[config.mk]
export PLATFORM = sky130hd
export DESIGN_NAME = video_tpg_mp
export DESIGN_NICKNAME = d
export VERILOG_FILES = /design/src/rtl/vtpg_pkg.sv /design/src/rtl/vtpg_pixel.sv /design/src/rtl/video_tpg_mp.sv
export SDC_FILE = /design/constraint.sdc
export NUM_CORES = 1
export LEC_CHECK = 0
export ABC_AREA = 1
export CORE_MARGIN = 3
export CORE_UTILIZATION = 50
export DETAILED_ROUTE_END_ITERATION = 6
export GPL_TIMING_DRIVEN = 0
export PLACE_DENSITY = 0.71
export SLEW_MARGIN = 20
export SYNTH_ARGS = -nofsm -noshare
export SYNTH_HDL_FRONTEND = slang
export SYNTH_SLANG_ARGS = --single-unit
export TNS_END_PERCENT = 30
[constraint.sdc]
create_clock -name clk -period 9.3 [get_ports clk]
set_input_delay 0.93 -clock clk [delete_from_list [all_inputs] [get_ports clk]]
set_output_delay 0.93 -clock clk [all_outputs]
set_load 0.03 [all_outputs]
[src/rtl/vtpg_pkg.sv]
// Shared definitions for the multi-pattern video test pattern generator.
// Pixel layout is {B[23:16], R[15:8], G[7:0]}.
package vtpg_pkg;

  localparam logic [23:0] C_GRN = 24'h0000FF;
  localparam logic [23:0] C_RED = 24'h00FF00;
  localparam logic [23:0] C_BLU = 24'hFF0000;
  localparam logic [23:0] C_WHT = 24'hFFFFFF;
  localparam logic [23:0] C_BLK = 24'h000000;
  localparam logic [23:0] C_YEL = 24'h00FFFF;
  localparam logic [23:0] C_CYN = 24'hFF00FF;
  localparam logic [23:0] C_MAG = 24'hFFFF00;

  typedef enum logic [2:0] {
    M_SOLID = 3'd0,
    M_QUAD  = 3'd1,
    M_BARS  = 3'd2,
    M_CHECK = 3'd3,
    M_RAMP  = 3'd4
  } tpg_mode_t;

  typedef enum logic [1:0] {
    IDLE,
    ACTIVE,
    STOP
  } tpg_state_t;

endpackage

[src/rtl/vtpg_pixel.sv]
// Combinational colour generator for one pixel.
// Ports:
//   i_mode  pattern select (5-7 behave as solid)
//   i_col   pattern column (already scrolled when scrolling is enabled)
//   i_y     line number
//   i_w     active width, i_h active height
//   i_solid colour for solid mode
//   o_pix   resulting pixel
module vtpg_pixel
  import vtpg_pkg::*;
#(
  parameter int PIXW = 24
) (
  input  logic [2:0]      i_mode,
  input  logic [12:0]     i_col,
  input  logic [12:0]     i_y,
  input  logic [12:0]     i_w,
  input  logic [12:0]     i_h,
  input  logic [PIXW-1:0] i_solid,
  output logic [PIXW-1:0] o_pix
);

  logic [15:0] w_col8;
  logic [2:0]  w_bar;
  logic [23:0] w_bar_rgb;
  logic [23:0] w_rgb;
  logic        w_use_solid;

  // Bar index = floor(col*8/W), found as the number of k in 1..7 with k*W <= col*8,
  // which needs only 16-bit multiplies by small constants instead of a divider.
  always_comb begin
    w_col8 = {i_col, 3'b000};
    w_bar  = '0;
    for (int unsigned k = 1; k < 8; k++) begin
      if (w_col8 >= 16'(k) * {3'b000, i_w}) w_bar = 3'(k);
    end
  end

  always_comb begin
    case (w_bar)
      3'd0:    w_bar_rgb = C_WHT;
      3'd1:    w_bar_rgb = C_YEL;
      3'd2:    w_bar_rgb = C_CYN;
      3'd3:    w_bar_rgb = C_GRN;
      3'd4:    w_bar_rgb = C_MAG;
      3'd5:    w_bar_rgb = C_RED;
      3'd6:    w_bar_rgb = C_BLU;
      default: w_bar_rgb = C_BLK;
    endcase
  end

  always_comb begin
    w_rgb       = C_BLK;
    w_use_solid = 1'b0;
    case (i_mode)
      M_QUAD: begin
        if (i_y < (i_h >> 1))      w_rgb = C_GRN;
        else if (i_col < (i_w >> 1)) w_rgb = C_RED;
        else                       w_rgb = C_BLU;
      end
      M_BARS:  w_rgb = w_bar_rgb;
      M_CHECK: w_rgb = (i_col[5] ^ i_y[5]) ? C_WHT : C_BLK;
      M_RAMP:  w_rgb = {3{i_col[7:0]}};
      default: w_use_solid = 1'b1;
    endcase
  end

  assign o_pix = w_use_solid ? i_solid : PIXW'(w_rgb);

endmodule

[src/rtl/video_tpg_mp.sv]
// Multi-pattern, multi-pixel-per-clock AXI4-Stream video test pattern generator.
// Ports:
//   clk, rst (async, active high), en (run request level)
//   cfg_mode/cfg_width/cfg_height/cfg_solid  runtime config, sampled at frame starts
//   m_axis_*   AXI4-Stream master (tuser = SOF, tlast = EOL, tkeep all ones)
//   frame_done 1-cycle pulse after the last beat of a frame is accepted
//   frame_cnt  completed frames (wrapping), busy = FSM not idle
// Optional: define VIDEO_TPG_SCROLL_EN to scroll pattern content left by one
// beat per frame.
module video_tpg_mp
  import vtpg_pkg::*;
#(
  parameter int PPC   = 1,
  parameter int PIXW  = 24,
  parameter int DATAW = PPC * PIXW,
  parameter int SCRW  = 1280,
  parameter int SCRH  = 720
) (
  input  logic               clk,
  input  logic               rst,
  input  logic               en,
  input  logic [2:0]         cfg_mode,
  input  logic [12:0]        cfg_width,
  input  logic [12:0]        cfg_height,
  input  logic [PIXW-1:0]    cfg_solid,
  output logic [DATAW-1:0]   m_axis_tdata,
  output logic               m_axis_tvalid,
  input  logic               m_axis_tready,
  output logic               m_axis_tuser,
  output logic               m_axis_tlast,
  output logic [DATAW/8-1:0] m_axis_tkeep,
  output logic               frame_done,
  output logic [15:0]        frame_cnt,
  output logic               busy
);

  localparam logic [12:0] PPC13  = 13'(PPC);
  localparam logic [12:0] WMASK  = ~(PPC13 - 13'd1);
  localparam logic [12:0] MINW   = 13'(2 * PPC);

  tpg_state_t       r_state;
  logic [12:0]      r_x, r_y, r_w, r_h;
  logic [2:0]       r_mode;
  logic [PIXW-1:0]  r_solid;
  logic             r_drain;
  logic [DATAW-1:0] r_tdata;
  logic             r_tvalid, r_tuser, r_tlast, r_oeof;
  logic             r_done;
  logic [15:0]      r_frame_cnt;

  logic [12:0]      w_wr, w_eff_w, w_eff_h;
  logic             w_last_x, w_last_y, w_eof;
  logic             w_prod, w_ld, w_emit, w_acc, w_latch;
  logic [DATAW-1:0] w_pix;

  always_comb begin
    w_wr    = cfg_width & WMASK;
    w_eff_w = (cfg_width == '0) ? 13'(SCRW) : ((w_wr < MINW) ? MINW : w_wr);
    w_eff_h = (cfg_height == '0) ? 13'(SCRH) :
              ((cfg_height < 13'd2) ? 13'd2 : cfg_height);
  end

  assign w_last_x = (r_x == r_w - PPC13);
  assign w_last_y = (r_y == r_h - 13'd1);
  assign w_eof    = w_last_x && w_last_y;

  // The counters address the next beat to be loaded into the output register;
  // r_drain marks that the final beat of a stopping frame is already loaded.
  assign w_prod = (r_state != IDLE) && !r_drain;
  assign w_ld   = !r_tvalid || m_axis_tready;
  assign w_emit = w_ld && w_prod;
  assign w_acc  = r_tvalid && m_axis_tready;

  // Shadow config reloads only at a frame start: leaving IDLE, wrapping into the
  // next frame while still enabled, or restarting from a drained STOP.
  assign w_latch = en && ((r_state == IDLE) || (w_emit && w_eof) ||
                          ((r_state == STOP) && r_drain));

`ifdef VIDEO_TPG_SCROLL_EN
  logic [12:0] r_off;
  logic [12:0] w_off_inc, w_off_nxt, w_off_lat, w_off_keep;

  always_comb begin
    w_off_inc  = r_off + PPC13;
    w_off_nxt  = (w_off_inc >= r_w) ? (w_off_inc - r_w) : w_off_inc;
    // Keep the offset inside a newly latched (possibly narrower) width.
    w_off_lat  = (w_off_nxt >= w_eff_w) ? '0 : w_off_nxt;
    w_off_keep = (r_off >= w_eff_w) ? '0 : r_off;
  end

  always_ff @(posedge clk or posedge rst) begin
    if (rst) begin
      r_off <= '0;
    end else if (w_emit && w_eof) begin
      r_off <= w_latch ? w_off_lat : w_off_nxt;
    end else if (w_latch) begin
      r_off <= w_off_keep;
    end
  end
`endif

  for (genvar p = 0; p < PPC; p++) begin : g_pix
    logic [12:0] w_col;
`ifdef VIDEO_TPG_SCROLL_EN
    logic [13:0] w_sum;
    always_comb begin
      w_sum = {1'b0, r_x} + 14'(p) + {1'b0, r_off};
      w_col = (w_sum >= {1'b0, r_w}) ? 13'(w_sum - {1'b0, r_w}) : w_sum[12:0];
    end
`else
    assign w_col = r_x + 13'(p);
`endif

    vtpg_pixel #(.PIXW(PIXW)) u_pix (
      .i_mode  (r_mode),
      .i_col   (w_col),
      .i_y     (r_y),
      .i_w     (r_w),
      .i_h     (r_h),
      .i_solid (r_solid),
      .o_pix   (w_pix[p*PIXW +: PIXW])
    );
  end

  always_ff @(posedge clk or posedge rst) begin
    if (rst) begin
      r_state     <= IDLE;
      r_x         <= '0;
      r_y         <= '0;
      r_w         <= '0;
      r_h         <= '0;
      r_mode      <= '0;
      r_solid     <= '0;
      r_drain     <= 1'b0;
      r_tdata     <= '0;
      r_tvalid    <= 1'b0;
      r_tuser     <= 1'b0;
      r_tlast     <= 1'b0;
      r_oeof      <= 1'b0;
      r_done      <= 1'b0;
      r_frame_cnt <= '0;
    end else begin
      r_done <= w_acc && r_oeof;
      if (w_acc && r_oeof) r_frame_cnt <= r_frame_cnt + 16'd1;

      if (w_ld) begin
        r_tvalid <= w_emit;
        if (w_emit) begin
          r_tdata <= w_pix;
          r_tuser <= (r_x == '0) && (r_y == '0);
          r_tlast <= w_last_x;
          r_oeof  <= w_eof;
        end else begin
          r_tuser <= 1'b0;
          r_tlast <= 1'b0;
          r_oeof  <= 1'b0;
        end
      end

      if (w_latch) begin
        r_w     <= w_eff_w;
        r_h     <= w_eff_h;
        r_mode  <= cfg_mode;
        r_solid <= cfg_solid;
        r_x     <= '0;
        r_y     <= '0;
        r_drain <= 1'b0;
      end else if (w_emit) begin
        if (w_eof) begin
          r_drain <= 1'b1;
        end else if (w_last_x) begin
          r_x <= '0;
          r_y <= r_y + 13'd1;
        end else begin
          r_x <= r_x + PPC13;
        end
      end

      case (r_state)
        IDLE:    if (en) r_state <= ACTIVE;
        ACTIVE:  if (!en) r_state <= STOP;
        STOP: begin
          if (en)                  r_state <= ACTIVE;
          else if (r_drain && w_acc) r_state <= IDLE;
        end
        default: r_state <= IDLE;
      endcase
    end
  end

  assign m_axis_tdata  = r_tdata;
  assign m_axis_tvalid = r_tvalid;
  assign m_axis_tuser  = r_tuser;
  assign m_axis_tlast  = r_tlast;
  assign m_axis_tkeep  = '1;
  assign frame_done    = r_done;
  assign frame_cnt     = r_frame_cnt;
  assign busy          = (r_state != IDLE);

endmodule

==> key figures <==
Place
  – RD Place Congestion: 0.935
  – I/O Buffers: 101
  – Post-DP HPWL: 23,800 microns

Clock tree
  – Post-CTS Hold Buffers: 0
  – CTS tree: yes
  – CTS resizes: 0
  – Clock Latency Late Sink: 0.42 ns
  – Max H-tree Level: 4
  – CTS Buffer Depth: 2
  – CTS Sinks: 127
  – Root buffer cell: clkbuf_16
  – CTS buffer count: 17
  – Clk slew on worst S/H paths: 0.07 ns
  – Setup bufs post-CTS: 0

Logic synthesis
  – Commonest register cell after synthesis: dfrtp_1
  – Async set-or-reset flop fraction in the synthesized netlist: 100%
  – Yosys Warn Count: 0
  – Post-synthesis adder-cell area fraction: 19.6%
  – Synth cell types: 51
  – Syn Area/Cell: 7.49 sq um
  – Main combinational cell family by area after synthesis: simple AND/OR/NAND/NOR gates
  – FF+latch count, synth: 127
  – Compound-Gate Fraction of Synth Area: 10.5%
  – Seq/Total Area, Yosys: 27.8%
  – Cell Area, Synth: 11,400 sq um
  – Mapped Cells: 1,525
  – Xor-xnor portion of the synthesized cell area: 6.60%
  – Number of synthesized flops with an enable pin: 0
  – Post-Synth Simple-Gate Area: 26.4%
  – Multiplexer share of the synthesized area: 0%

Worst setup path
  – Cell repeated most along the worst path: nand2_1
  – Worst Setup Path Type: reg2reg
  – Worst Path Arrival: 5.29 ns
  – Worst Setup End Kind: flop
  – Critical Path Max Stage Delay: 0.71 ns
  – CP max-delay cell: dfrtp_1
  – CP required: 9.67 ns
  – Setup crit start kind: flop
  – CP max FO: 10

Detailed routing
  – WL/cell: 16.0 microns
  – Iter 0 DRT Violations: 902
  – Vias: 10,700
  – Post-route ant nets: 0
  – Residual DRC: 0
  – Detailed Routing Iterations Pass 1: 6
  – Vias per cell: 5.50
  – Drt total wl: 31,100 microns

GRT
  – Largest net degree at the start of global routing: 68
  – Total grt overflow: 0
  – GRT Util Overall: 25.5%
  – Antenna violations before repair: 0
  – Vias in the first global route: 10,200
  – First-pass GRT wire length: 50,600 microns

Timing
  – Worst slew margin: 46.1%
  – Minimum clock period after layout: 4.92 ns
  – Final Hold Viols: 0
  – Final setup violation count: 0
  – Unrepaired setup endpoints after global routing: false
  – Fin. max-slew vios: 0
  – Max Clk Rate: 203 MHz
  – Final TNS setup: 0 ns
  – Tightest Pin Transition: 0.808 ns
  – Hold slack: 0.480 ns
  – Fin crit share: 52.9%
  – Clock skew: 0.00903 ns

Floorplan
  – Overall die height: 157 microns
  – Boundary pin count: 105
  – Starting Density: 51.5%
  – Num rows: 54
  – Placeable Area: 22,200 sq um
  – Die ar.: 24,700 sq um
  – DIE WIDTH: 157 microns

Power
  – Pwr/cell area: 244 nW/um^2
  – P_leak: 6.95 nW
  – VDD IR max: 126 uV

Cells and area
  – Synth-to-layout area growth: 17.6%
  – Commonest non-fill, non-tap cell in the layout: nand2_1
  – Nets@finish: 1,875
  – Layout cells sized above 1: 6.92%
  – Antenna Cells: 0
  – Most frequent cells in the layout: nand2_1, inv_1, ha_1, dfrtp_1, clkdlybuf4s50_1

Run
  – Max_cap viols: 0

Run status
  – Outcome: completed

Worst hold path
  – HP Class: reg2reg
## cells in the mapped netlist, types with 3 or more instances
| cell type | number | area share (%) |
|---|---|---|
| nand2_2 | 11 | 0.60 |
| dfrtp_1 | 127 | 28 |
| nand4_1 | 54 | 3.0 |
| nor3_1 | 27 | 1.2 |
| o21bai_1 | 6 | 0.39 |
| a211oi_1 | 5 | 0.33 |
| o221ai_1 | 3 | 0.23 |
| xnor2_1 | 20 | 1.5 |
| a21oi_1 | 95 | 4.2 |
| o21ai_0 | 61 | 2.7 |
| nand3_1 | 75 | 3.3 |
| o21ai_2 | 10 | 0.77 |
| nor4_1 | 16 | 0.88 |
| buf_4 | 4 | 0.26 |
| clkbuf_1 | 17 | 0.56 |
| nor2_2 | 3 | 0.16 |
| fa_1 | 15 | 2.6 |
| o211ai_1 | 5 | 0.33 |
| or2_2 | 28 | 1.5 |
| inv_1 | 215 | 7.1 |
| nor2_1 | 94 | 3.1 |
| a31oi_1 | 5 | 0.27 |
| ha_1 | 155 | 17 |
| o22ai_1 | 6 | 0.33 |
| nand2_1 | 358 | 12 |
| xor2_1 | 66 | 5.1 |
| buf_6 | 5 | 0.49 |
| buf_2 | 7 | 0.31 |
## registers in the layout, summed over array words and instances (netlist names)
name,count
frame_cnt,16
frame_done,1
m_axis_tdata,24
m_axis_tlast,1
m_axis_tuser,1
m_axis_tvalid,1
r_drain,1
r_h,13
r_mode,3
r_oeof,1
r_solid,24
r_state,2
r_w,13
r_x,13
r_y,13
## where the power goes
| part | internal (mW) | switching [mW] |
|---|---|---|
| Combinational | 0.717 | 1.05 |
| Clock | 0.383 | 0.300 |
| Sequential | 0.666 | 0.162 |
| Total | 1.77 | 1.51 |
## critical path: cells and delay by family, from the launching register on
family / cells / cell delay [ns]
xor gates and xnor gates: 1 / 0.18
AOI/OAI and AO/OA: 8 / 1.35
buffers and inverters: 3 / 0.15
DFF: 1 / 0.71
adders and majority gates: 3 / 1.15
and+or+nand+nor: 13 / 1.32
## routing by layer
metal  global-route usage, %  wire length [microns]  vias up
met1                    34.3                  14000     5056
met5                       0                      0        -
met2                    43.0                  14900      290
met3                    3.27                   1410       58
li1                        -                      -     5270
met4                    8.10                    794        0
## final timing paths
kind                       startpoint          endpoint  slack (ns)  cells after the start
max in group asynchronous         rst            r_x[8]        7.71                      3
min reg2reg                r_solid[8]        r_solid[8]        0.48                      2
max reg2reg                    r_w[4]  m_axis_tdata[11]        4.38                     28
min                        r_solid[8]        r_solid[8]        0.48                      2
max                            r_w[4]  m_axis_tdata[11]        4.38                     28
min in group asynchronous         rst       r_solid[11]        0.92                      2
## through the flow
step                      setup slack, ns  cell area, sq um  total power [mW]  cells  util [%]
after floorplan                      4.99             11400              2.09   1527         -
after global placement               3.09             12800              2.53   1908      57.7
after detailed placement             4.48             12800              2.59   1909      57.8
after CTS                            4.43             13400              3.28   1941      60.6
after global routing                 3.81             13400              3.57   1941      60.6
final                                4.38             13400              3.28   1941      60.6
## cell families after synthesis
group | after synthesis
AO/OA/AOI/OAI | 210
XOR/XNOR | 86
adder cells (fa/ha/maj) | 170
buffers and inverters | 253
flip-flops | 127
other | 1
AND/OR/NAND/NOR | 678
## final cells by class
cell class	instances	area, sq um
fill	2053	8740
timing repair buffer	102	1040
sequential	127	3180
clock inverter	15	175
tap	280	350
multi-input combinational	1147	7220
inverter	218	827
buffer	35	210
clock buffer	17	425
Power figures use the tool's default switching activity.
